==> src/rtl/alu_operand_pkg.sv <==
// rtl/alu_operand_pkg.sv - shared types and default widths for the ALU operand select stage
package alu_operand_pkg;

  localparam int ALU_WIDTH_DEFAULT = 32;
  localparam int ALU_IMM_W_DEFAULT = 16;

  typedef enum logic [1:0] {
    EXT_PASS     = 2'd0,
    EXT_SEXT     = 2'd1,
    EXT_ZEXT     = 2'd2,
    EXT_SEXT_SL2 = 2'd3
  } ext_mode_e;

endpackage

==> src/rtl/alu_operand_extend.sv <==
// rtl/alu_operand_extend.sv - combinational immediate extension of a selected operand
module alu_operand_extend
  import alu_operand_pkg::*;
#(
  parameter int WIDTH = ALU_WIDTH_DEFAULT,
  parameter int IMM_W = ALU_IMM_W_DEFAULT
) (
  input  logic [WIDTH-1:0] i_raw,
  input  logic [1:0]       i_ext_mode,
  output logic [WIDTH-1:0] o_data
);

  logic [WIDTH-1:0] w_sext;
  logic [WIDTH-1:0] w_zext;
  logic [WIDTH-1:0] w_sext_sl2;

  assign w_sext     = {{(WIDTH-IMM_W){i_raw[IMM_W-1]}}, i_raw[IMM_W-1:0]};
  assign w_zext     = {{(WIDTH-IMM_W){1'b0}}, i_raw[IMM_W-1:0]};
  assign w_sext_sl2 = {w_sext[WIDTH-3:0], 2'b00};

  // Pick the extension variant requested for this operand
  always_comb begin
    o_data = i_raw;
    case (ext_mode_e'(i_ext_mode))
      EXT_PASS:     o_data = i_raw;
      EXT_SEXT:     o_data = w_sext;
      EXT_ZEXT:     o_data = w_zext;
      EXT_SEXT_SL2: o_data = w_sext_sl2;
    endcase
  end

endmodule

==> src/rtl/alu_operand_sel_stage.sv <==
// rtl/alu_operand_sel_stage.sv - registered operand select/extend stage; ALU_OPERAND_SKID_EN adds a skid entry
module alu_operand_sel_stage
  import alu_operand_pkg::*;
#(
  parameter int WIDTH   = ALU_WIDTH_DEFAULT,
  parameter int N_IN    = 6,
  parameter int IMM_W   = ALU_IMM_W_DEFAULT,
  localparam int SEL_W  = $clog2(N_IN)
) (
  input  logic                  clk,
  input  logic                  reset,
  input  logic                  in_valid,
  output logic                  in_ready,
  input  logic [SEL_W-1:0]      sel,
  input  logic [1:0]            ext_mode,
  input  logic [N_IN*WIDTH-1:0] data_in,
  output logic                  out_valid,
  input  logic                  out_ready,
  output logic [WIDTH-1:0]      out_data,
  output logic                  sel_err
);

  logic [WIDTH-1:0] w_raw;
  logic             w_sel_err;
  logic [WIDTH-1:0] w_ext;

  logic             r_valid;
  logic [WIDTH-1:0] r_data;
  logic             r_err;

  // Source mux; an index with no matching source yields zero and raises the error flag
  always_comb begin
    w_raw     = '0;
    w_sel_err = 1'b1;
    for (int k = 0; k < N_IN; k++) begin
      if (32'(sel) == k) begin
        w_raw     = data_in[k*WIDTH +: WIDTH];
        w_sel_err = 1'b0;
      end
    end
  end

  alu_operand_extend #(
    .WIDTH (WIDTH),
    .IMM_W (IMM_W)
  ) u_extend (
    .i_raw      (w_raw),
    .i_ext_mode (ext_mode),
    .o_data     (w_ext)
  );

  assign out_valid = r_valid;
  assign out_data  = r_data;
  assign sel_err   = r_err;

`ifdef ALU_OPERAND_SKID_EN

  logic             r_ready;
  logic             r_sk_valid;
  logic [WIDTH-1:0] r_sk_data;
  logic             r_sk_err;
  logic             w_in_xfer;
  logic             w_load_main;
  logic             w_sk_next;

  assign in_ready    = r_ready;
  assign w_in_xfer   = in_valid && r_ready;
  assign w_load_main = !r_valid || out_ready;
  // Skid holds an operand only when one arrives while main is stalled
  assign w_sk_next   = !w_load_main && (r_sk_valid || w_in_xfer);

  // Main/skid pair: main refills from skid first so order is preserved
  always_ff @(posedge clk or posedge reset) begin
    if (reset) begin
      r_valid    <= 1'b0;
      r_data     <= '0;
      r_err      <= 1'b0;
      r_sk_valid <= 1'b0;
      r_sk_data  <= '0;
      r_sk_err   <= 1'b0;
      r_ready    <= 1'b1;
    end else begin
      if (w_load_main) begin
        if (r_sk_valid) begin
          r_valid <= 1'b1;
          r_data  <= r_sk_data;
          r_err   <= r_sk_err;
        end else begin
          r_valid <= w_in_xfer;
          if (w_in_xfer) begin
            r_data <= w_ext;
            r_err  <= w_sel_err;
          end
        end
      end else if (w_in_xfer) begin
        r_sk_data <= w_ext;
        r_sk_err  <= w_sel_err;
      end
      r_sk_valid <= w_sk_next;
      r_ready    <= !w_sk_next;
    end
  end

`else

  assign in_ready = !r_valid || out_ready;

  // Single output register: load on accept, clear valid on drain without accept
  always_ff @(posedge clk or posedge reset) begin
    if (reset) begin
      r_valid <= 1'b0;
      r_data  <= '0;
      r_err   <= 1'b0;
    end else if (in_ready) begin
      r_valid <= in_valid;
      if (in_valid) begin
        r_data <= w_ext;
        r_err  <= w_sel_err;
      end
    end
  end

`endif

endmodule

==> config.mk <==
export PLATFORM = sky130hd
export DESIGN_NAME = alu_operand_sel_stage
export DESIGN_NICKNAME = d
export VERILOG_FILES = /design/src/rtl/alu_operand_pkg.sv /design/src/rtl/alu_operand_extend.sv /design/src/rtl/alu_operand_sel_stage.sv
export SDC_FILE = /design/constraint.sdc
export NUM_CORES = 1
export LEC_CHECK = 0
export ABC_AREA = 1
export BUFFER_PORTS_ARGS = -buffer_cell sky130_fd_sc_hd__buf_2
export CAP_MARGIN = 15
export CORE_MARGIN = 2
export CORE_UTILIZATION = 41
export DETAILED_ROUTE_END_ITERATION = 10
export GPL_ROUTABILITY_DRIVEN = 0
export GPL_TIMING_DRIVEN = 0
export PLACE_DENSITY = 0.82
export SLEW_MARGIN = 20
export SYNTH_ARGS = -nofsm -noshare
export SYNTH_HDL_FRONTEND = slang
export SYNTH_SLANG_ARGS = --single-unit
==> constraint.sdc <==
create_clock -name clk -period 1.49 [get_ports clk]
set_input_delay 0.0745 -clock clk [delete_from_list [all_inputs] [get_ports clk]]
set_output_delay 0.0745 -clock clk [all_outputs]
set_load 0.01 [all_outputs]
==> metrics.md <==
| Metric | Value |
|---|---|
| Status | complete, no violations |
| Worst Path Arrival | 1.62 ns |
| Worst Path Class, Setup | reg2reg |
| # fillers | 738 |
| Number of cells after detailed placement | slightly below 900 |
| Via count of the first global-routing pass | around 4600 |
| Wire length after detailed routing | 14000 um |
| Share of the clock period used by the worst path | 96.0% |
| Highest attainable clock frequency | about 0.7 GHz |
| Worst slack on hold paths | 0.131 ns |
| Top Ports | 236 |
| Category of the worst setup path launch point | flop |
| Share of async-settable or async-resettable flops after synthesis | between 90% and 100% |
| Post-route clock skew | 0.00565 ns |
| Non-filler instance count after layout | roughly 890 |
| Number of buffers created by CTS | 5 |
| Gate power share | approximately 41% |
| Fraction of power spent switching nets | 37.5% |
| Number of warnings issued by yosys | 0 |
| Count of cell types in the netlist | 28 |
| Clock root buffer master | sky130_fd_sc_hd__clkbuf_8 |
| Slew Limit Fails | 0 |
| Endpoints failing hold | 0 |
| Clock transition at the registers of the reported paths | roughly 0.070 ns |
| Highest fanout seen on the critical path | 6 |
| Detailed-placement wirelength estimate | 11300 um |
| Routed vias/inst | between 5 and 6 |
| Worst path setup slack after routing | 0.0596 ns |
| Worst slew pin tran | 0.725 ns |
| Largest area contributor in the netlist | sky130_fd_sc_hd__nand2_1 |
| Setup TNS | 0 ns |
| DRC violation count after routing | 0 |
| Sequential-to-total area share from yosys stat | around 28% |
| First-pass GRT wire length | 21600 um |
| Kind of cell with the highest combined delay on the critical path | simple AND/OR/NAND/NOR gates |
| Cell Int Power | 1.93 mW |
| Pin count of the biggest net entering global routing | 35 |
| Number of rows created at floorplan | 31 |
| List of cells traversed by the critical path | nand2_1 -> nand2_4 -> clkinvlp_4 -> clkbuf_2 -> or2_2 -> nand2_1 -> inv_1 |
| Router iterations before antenna repair | 5 |
| Number of register bits inferred by synthesis | 34 |
| Total via count after detailed routing | 4622 |
| Drt initial violations | 251 |
| Share of the synthesized area in the top cell type | between 20 and 30% |
| GR Util All Layers | 33.2% |
| Largest cells by area after synthesis | sky130_fd_sc_hd__nand2_1 (28%), sky130_fd_sc_hd__dfrtp_1 (28%), sky130_fd_sc_hd__nand3_1 (7.9%), sky130_fd_sc_hd__nor2_1 (6.9%), sky130_fd_sc_hd__a21oi_1 (5.7%) |
| Number of buffers inserted by port buffering | 235 |
| Critical Path Slowest Stage Cell | sky130_fd_sc_hd__dfrtp_1 |
| Worst supply voltage drop on vdd | 0.000438 V |
| Sink Count | 34 |
| Worst skew pair latency | 0.29 ns |
| Total overflow reported by the global router | 0 |
| Synthesis-to-layout area growth | 47.3% |
| Clock share of power | 21.3% |
| Total nets after synthesis | 744 |
| Final-stage net count | 992 |
| RSZ-0062 raised after global routing | false |
| DIE HEIGHT | 90.8 um |
| Effective utilization at floorplan | between 40% and 50% |
| Cell with the most instances on the worst path | sky130_fd_sc_hd__nand2_1 |
| Clock tree from TritonCTS | done |
| Die area | 8240 um^2 |
| Max Root-Sink Buffers | 2 |
| Mean area per synthesized cell | 5.69 um^2 |
| Slew margin rel. | 51.6% |
| Class of the most critical hold timing path | in2reg |
| Average detailed-routed wire length per instance | 15.8 um |
| Leading post-synthesis cells by instance count | sky130_fd_sc_hd__nand2_1 (233), sky130_fd_sc_hd__nor2_1 (57), sky130_fd_sc_hd__nand3_1 (49) |
| Cell leakage power | 2.66 nW |
| Number of H-tree levels | 2 |
| Area of the mapped netlist | about 3100 um^2 |
| Final core occ | 62.4% |
| Critical Path RT | between 1.5 and 2 ns |
| Register-to-Register Setup Slack | 0.06 ns |
| Share of post-route cells with drive strength above 1 | 38.4% |
| Number of antenna violations at the first check in global routing | 1 |
| Number of flops mapped to enable cells by yosys | 0 |
| Final Setup Violations | 0 |
| Pre-CTS WS | -0.304 ns |
| Worst path max stage delay | around 0.34 ns |
| Most frequently used cell type in the post-synthesis netlist | sky130_fd_sc_hd__nand2_1 |
| Mapped Cells | 543 |
| Power density relative to cell area | 680 nW/um^2 |
| Antenna violation net count after detailed routing | 0 |
| Commonest register cell after synthesis | sky130_fd_sc_hd__dfrtp_1 |
| Shortest clock period the worst path allows after layout | 1.43 ns |
| Core area | 7290 um^2 |
| Type of element capturing the critical path | flop |
| Crit path buf inv count | 3 |
| Reg power frac | 38.2% |
| Net switching power figure | 1.16 mW |
| Max-cap viol count | 0 |
| Width of the chip | 90.8 um |
flip-flops by register name, indices dropped and copies added, names as in the netlist:
signal / flops
out_data: 32
sel_err: 1
out_valid: 1
worst paths after layout:
| check | start | to | cells past startpoint |
|---|---|---|---|
| worst max register to register | out_valid$_DFFE_PP0N_ | out_data[16]$_DFFE_PP0P_ | 7 |
| worst min-delay path | out_ready | out_valid$_DFFE_PP0N_ | 4 |
| worst max-delay path | out_valid$_DFFE_PP0N_ | out_data[16]$_DFFE_PP0P_ | 7 |
| worst min register to register | out_data[22]$_DFFE_PP0P_ | out_data[22]$_DFFE_PP0P_ | 2 |
| max in group asynchronous | reset | sel_err$_DFFE_PP0P_ | 3 |
| min in group asynchronous | reset | out_data[8]$_DFFE_PP0P_ | 3 |
power by group through the flow:
stage               Sequential, mW  Clock (mW)  Combinational [mW]
floorplan                     1.24           0               0.522
global placement              1.19           0                1.19
detailed placement            1.19           0                1.22
CTS                           1.18       0.661                1.22
global route                  1.19       0.705                1.38
finish                        1.18       0.658                1.25
stage by stage:
| step | area (um^2) | power, mW |
|---|---|---|
| CTS | 4480 | 3.06 |
| floorplan | 3090 | 1.77 |
| detailed placement | 4390 | 2.40 |
| finish | 4550 | 3.09 |
| global placement | 4390 | 2.37 |
| global route | 4550 | 3.28 |
timing repair:
action / in CTS / in global routing
pin swaps: 0 / 1
gates resized for setup: 4 / 14
endpoints found under the hold margin: 34 / 0
hold buffers: 1 / 0
setup endpoints to repair: 22 / 26
buffers inserted: 0 / 6
worst register-to-register path, delay by kind of cell (launching register included):
kind	cells	cell delay, ns
simple gates	4	0.61
buf+inv	3	0.38
flops	1	0.34
cells by family (layout without fill, tap and decap cells):
kind of cell	Yosys count	after routing	share of synthesized area, %
AOI/OAI and AO/OA	48	48	7.86
and+or+nand+nor	394	394	55.2
DFF	34	34	27.6
other	0	1	0
buffers and inverters	67	315	9.40
per-layer routing:
layer  up-vias  GRT usage [%]  wire (um)  share of wire [%]
met5         -              0          0                  0
met4         0           17.7        752                5.4
met3        55           5.59       1210                8.6
met2       299           60.4       6860                 49
met1      2051           36.8       5210                 37
li1       2217              -          -                  -
area by class of cell:
cell class | instances | area (um^2) | share of cell area (%)
Buffer | 26 | 146 | 3.22
Multi-Input combinational cell | 442 | 1960 | 43.2
Antenna cell | 1 | 2.50 | 0.0550
Timing Repair Buffer | 242 | 1230 | 27.0
Clock buffer | 5 | 68.8 | 1.51
Sequential cell | 34 | 851 | 18.7
Clock inverter | 2 | 10.0 | 0.220
Inverter | 40 | 154 | 3.38
Tap cell | 99 | 124 | 2.72
cells in the final DEF (no fill, tap or decap), types with 7 or more instances in the layout:
cell                       count
sky130_fd_sc_hd__buf_2       239
sky130_fd_sc_hd__nand2_1     232
sky130_fd_sc_hd__nor2_1       55
sky130_fd_sc_hd__nand3_1      48
sky130_fd_sc_hd__a21oi_1      35
sky130_fd_sc_hd__dfrtp_1      34
sky130_fd_sc_hd__inv_1        31
sky130_fd_sc_hd__nand4_1      21
sky130_fd_sc_hd__or2_2        15
sky130_fd_sc_hd__buf_4        12
sky130_fd_sc_hd__o21ai_0      10
sky130_fd_sc_hd__clkbuf_2      9
sky130_fd_sc_hd__inv_2         7
No activity file was read; power rests on OpenSTA's default activity.
